**src/rtl/modn_event_counter_fsm_if.sv**
```systemverilog
// Control/status bundle for modn_event_counter_fsm: event stimulus in, terminal flag,
// count and busy out. CW must equal $clog2(MODULUS) of the attached counter.
interface modn_event_counter_fsm_if #(
  parameter int CW = 2
);
  logic          enable;
  logic          clear;
  logic          ain;
  logic          yout;
  logic [CW-1:0] count;
  logic          busy;

  modport master (output enable, clear, ain, input yout, count, busy);
  modport slave  (input enable, clear, ain, output yout, count, busy);
endinterface

```
**src/rtl/modn_event_counter_fsm.sv**
```systemverilog
// Modulo-MODULUS event counter: counts qualified ain events (level or rising edge)
// and flags every MODULUS-th one on yout, either registered (Moore) or same-cycle (Mealy).
module modn_event_counter_fsm #(
  parameter int MODULUS   = 3,
  parameter bit EDGE_MODE = 1'b0,
  parameter bit OUT_MODE  = 1'b0
) (
  input  logic                        clock,
  input  logic                        reset,
  modn_event_counter_fsm_if.slave     bus
);
  localparam int            CW   = $clog2(MODULUS);
  localparam logic [CW-1:0] LAST = CW'(MODULUS - 1);
  localparam logic [CW-1:0] ONE  = CW'(1);

  typedef enum logic [1:0] {
    IDLE  = 2'b00,
    ACCUM = 2'b01,
    TERM  = 2'b10
  } state_e;

  state_e        state_q, state_d;
  logic [CW-1:0] count_q, count_d;
  logic          ain_q;
  logic          evt;

  assign evt = EDGE_MODE ? (bus.enable & bus.ain & ~ain_q) : (bus.enable & bus.ain);

  // NOTE: every always_comb output gets a default first, so no path can infer a latch.
  always_comb begin
    state_d = state_q;
    count_d = count_q;
    if (bus.clear) begin
      state_d = IDLE;
      count_d = '0;
    end else begin
      unique case (state_q)
        IDLE: begin
          if (evt) begin
            state_d = ACCUM;
            count_d = ONE;
          end else begin
            count_d = '0;
          end
        end
        ACCUM: begin
          if (evt && count_q == LAST) begin
            state_d = TERM;
            count_d = '0;
          end else if (evt) begin
            count_d = count_q + ONE;
          end
        end
        TERM: begin
          // TERM is a one-cycle state and exits even when enable is low.
          if (evt) begin
            state_d = ACCUM;
            count_d = ONE;
          end else begin
            state_d = IDLE;
            count_d = '0;
          end
        end
        default: begin
          state_d = IDLE;
          count_d = '0;
        end
      endcase
    end
  end

  // NOTE: sequential state uses non-blocking assignments so all flops update together.
  always_ff @(posedge clock) begin
    if (reset) begin
      state_q <= IDLE;
      count_q <= '0;
      ain_q   <= 1'b0;
    end else begin
      state_q <= state_d;
      count_q <= count_d;
      ain_q   <= bus.ain;
    end
  end

  always_comb begin
    if (OUT_MODE) begin
      bus.yout = (state_q == ACCUM) && (count_q == LAST) && evt && !reset && !bus.clear;
    end else begin
      bus.yout = (state_q == TERM);
    end
  end

  assign bus.count = count_q;
  assign bus.busy  = (state_q != IDLE);
endmodule
```
**src/flat_wrapper.sv**
```systemverilog
// flat-port wrapper written by rule: the top's interface ports become plain ports
module modn_event_counter_fsm_flat 
#(
  parameter int MODULUS   = 3,
  parameter bit EDGE_MODE = 1'b0,
  parameter bit OUT_MODE  = 1'b0
)
  (clock, reset, bus_enable, bus_clear, bus_ain, bus_yout, bus_count, bus_busy);
  modn_event_counter_fsm_if bus_i ();
  input  logic clock;
  input  logic reset;
  input wire logic [$bits(bus_i.enable)-1:0] bus_enable;
  input wire logic [$bits(bus_i.clear)-1:0] bus_clear;
  input wire logic [$bits(bus_i.ain)-1:0] bus_ain;
  output wire logic [$bits(bus_i.yout)-1:0] bus_yout;
  output wire logic [$bits(bus_i.count)-1:0] bus_count;
  output wire logic [$bits(bus_i.busy)-1:0] bus_busy;
  assign bus_i.enable = bus_enable;
  assign bus_i.clear = bus_clear;
  assign bus_i.ain = bus_ain;
  assign bus_yout = bus_i.yout;
  assign bus_count = bus_i.count;
  assign bus_busy = bus_i.busy;
  modn_event_counter_fsm #(.MODULUS(MODULUS), .EDGE_MODE(EDGE_MODE), .OUT_MODE(OUT_MODE)) u_core (.clock(clock), .reset(reset), .bus(bus_i));
endmodule
```
**config.mk**
```make
export PLATFORM = sky130hd
export DESIGN_NAME = modn_event_counter_fsm_flat
export DESIGN_NICKNAME = d
export VERILOG_FILES = /design/src/rtl/modn_event_counter_fsm_if.sv /design/src/rtl/modn_event_counter_fsm.sv /design/src/flat_wrapper.sv
export SDC_FILE = /design/constraint.sdc
export NUM_CORES = 1
export LEC_CHECK = 0
export ABC_AREA = 1
export CORE_AREA = 10 10 47 49
export CTS_BUF_LIST = sky130_fd_sc_hd__clkbuf_2 sky130_fd_sc_hd__clkbuf_4 sky130_fd_sc_hd__clkbuf_8
export DETAILED_ROUTE_END_ITERATION = 16
export DIE_AREA = 0 0 57 59
export HOLD_SLACK_MARGIN = 0.08
export PLACE_DENSITY_LB_ADDON = 0.15
export SETUP_SLACK_MARGIN = 0.02
export SLEW_MARGIN = 20
export SYNTH_ARGS = -nofsm -noshare
export SYNTH_HDL_FRONTEND = slang
export SYNTH_SLANG_ARGS = --single-unit
```
**constraint.sdc**
```tcl
create_clock -name clock -period 2.2 [get_ports clock]
set_input_delay 0.22 -clock clock [delete_from_list [all_inputs] [get_ports clock]]
set_output_delay 0.22 -clock clock [all_outputs]
set_load 0.005 [all_outputs]
```
==> flow_metrics.tcl <==
set metrics [dict create \
    core_um2 1400 \
    required_ns 1.98 \
    synth_top_area_share_pct 37.0 \
    remaining_drc_errors 0 \
    synth_cells 31 \
    viasPerCell 3.91 \
    min_path_type "reg2reg" \
    setup_viol 0 \
    route.met2.wl_um 200 \
    diodes 0 \
    num_vias 227 \
    port_buffers 8 \
    cts_buffers 3 \
    wl_met3_um 54 \
    track_usage_pct 3.80 \
    cp_max_fo 3 \
    reg2reg_depth 7 \
    drt_first_iter_violations 3 \
    power.density_nw_per_um2 567 \
    relSlewSlack_pct 87.3 \
    fin_nets 49 \
    min_to "u_core.bus.count[1]" \
    die_h_um 59 \
    critPathCaptureType "primary output" \
    worstHoldPathCells 2 \
    p_seq_share_pct 39.4 \
    period_needed_ns 1.50 \
    path_class "reg2out" \
    hold_viol_final 0 \
    synth_fp_nets 36 \
    wl_met1_um 228 \
    fin_worst_skew_ns 0.000501 \
    setup_tns_ns 0 \
    synthDistinctLibCells 13 \
    worstSkewPairLatency_ns 0.24 \
    worstMarginPinSlew_ns 0.191 \
    p_comb_share_pct 12.0 \
    r2r_setup_slack_ns 1.29 \
    grt_pass1_vias 235 \
    holdBufCountCts 0 \
    report.final.slew_viol_count 0 \
    finalCritPeriodShare_pct 68.3 \
    holdWs_ns 0.510 \
    fillers 164 \
    wl_um 514 \
    fin_cells 58 \
    io-pin-count 9 \
    syn_area_um2 216 \
    dr.pass1.iters 3 \
    cts.repair.resized 0 \
    ys_seq_area_share_pct 37.0 \
    synth_warnings 0 \
    fp.dieW_um 57 \
    wl_per_cell_um 8.86 \
    dp_cells 55 \
    cts.path.max_buffers 2 \
    cts_tree "built" \
    status "finished clean" \
    cts_setup_buffers 0 \
    avgSynthCellArea_um2 6.98 \
    drv_cap 0 \
    synth.area.top_cells "dfxtp_1 37%, nand2_1 16%, nand2_2 8.7%, nor2_1 6.9%, a211oi_2 5.8%" \
    setup.worst_path.start "u_core.state_q[1]" \
    antenna_found_initial 0 \
    dp_hpwl_um 425 \
    cts-root-buf "clkbuf_4" \
    grt_max_degree 7 \
    clock_power_share_pct 48.6 \
    max_freq_mhz 666 \
    ys_ff_latch 4 \
    rsz0062_at_grt "false" \
    startpoint_type "register" \
    switching_power_w 0.0000441 \
    power.internal_w 0.000148 \
    initial_core_util_pct 15.4 \
    power_leakage_nw 0.142 \
    vdd_drop_max_v 0.000151 \
    die_area_um2 3360 \
    hold_start "u_core.bus.count[1]" \
    cts.clk_slew.worst_paths_ns 0.04 \
    rows 14 \
    drtAntennaViolNets 0 \
    place_congestion 0.719 \
    rr_endpoint "u_core.bus.count[0]" \
    area_growth_pct 56.6 \
    netSwitchingFraction_pct 23.0 \
    grt_pass1_wl_um 931 \
    drive_gt1_share_pct 26.2 \
    overflow 0 \
    regToRegStartpoint "u_core.bus.count[1]" \
    cts_sinks 4 \
    worstPathArrival_ns 1.28 \
    routed.top_layer "met4" \
    h-tree-depth 1 \
    yosys.area.top_type "dfxtp_1" \
]
[area by class of cell]
class | instances | area [µm²] | area share [%]
tap | 16 | 20.0 | 5.90
timing repair buffer | 8 | 80.1 | 23.6
clock buffer | 3 | 22.5 | 6.64
sequential | 4 | 80.1 | 23.6
inverter | 4 | 15.0 | 4.43
multi-input combinational | 23 | 121 | 35.8
[worst max path at each step]
stage / endpoint / slack [ns] / cells after the start
CTS: bus_yout / 0.67 / 3
floorplan: u_core.bus.count[0] / 1.34 / 7
finish: bus_yout / 0.70 / 3
detailed placement: u_core.bus.count[0] / 0.92 / 8
global placement: u_core.bus.count[0] / 0.93 / 8
global route: bus_yout / 0.61 / 3
[state kept, by name, indices dropped and copies added, names as in the netlist]
signal            flops
u_core.bus.count      2
u_core.state_q        2
[metrics by stage]
| step | util (%) | cell area, µm² | worst slack [ns] | total power (W) |
|---|---|---|---|---|
| 2_1_floorplan | - | 216 | 1.34 | 0.0000879 |
| 3_3_place_gp | 22.6 | 317 | 0.927 | 0.000100 |
| 3_5_place_dp | 22.6 | 317 | 0.918 | 0.000100 |
| 4_1_cts | 24.2 | 339 | 0.674 | 0.000196 |
| 5_1_grt | 24.2 | 339 | 0.609 | 0.000204 |
| 6_report | 24.2 | 339 | 0.698 | 0.000192 |
[cells by family (layout without fill, tap and decap cells)]
family / count (synthesis) / after routing / share of synthesized area, %
and+or+nand+nor: 20 / 20 / 44.5
buffers and inverters: 4 / 15 / 6.94
AOI/OAI and AO/OA: 3 / 3 / 11.6
DFF: 4 / 4 / 37.0
[routing by layer]
metal	global-route usage [%]	vias up
met1	3.43	94
li1	-	119
met2	4.96	9
met5	0	-
met3	2.58	5
met4	5.03	0
[cells in the final DEF, fill, tap and decap left out]
cell             synthesis  routed
dfxtp_1                  4       4
clkdlybuf4s50_1          0       8
nand2_2                  3       3
nor2_4                   1       1
inv_2                    2       2
clkbuf_4                 0       3
nor2_2                   1       1
nor2_1                   4       4
a21boi_1                 1       1
nand3_1                  1       1
inv_1                    2       2
nand2_1                  9       9
nand4_1                  1       1
a211oi_2                 1       1
a21oi_1                  1       1
[synthesized netlist by cell type (all sizes together)]
| master | count |
|---|---|
| dfxtp | 4 |
| nand3 | 1 |
| nor2 | 6 |
| a211oi | 1 |
| a21boi | 1 |
| nand2 | 12 |
| nand4 | 1 |
| inv | 4 |
| a21oi | 1 |
[worst max-delay path: stages, from the launching register on]
cell and delay [ns]:
dfxtp_1 0.39, inv_1 0.07, nor2_1 0.08, clkdlybuf4s50_1 0.50
[power groups by stage]
stage               clock network [W]  logic [W]  registers, W
floorplan                           0  0.0000111     0.0000767
global route                 0.000102  0.0000260     0.0000760
finish                      0.0000934  0.0000230     0.0000758
detailed placement                  0  0.0000233     0.0000769
global placement                    0  0.0000234     0.0000769
CTS                         0.0000970  0.0000234     0.0000757
No activity file was read; power rests on OpenSTA's default activity.
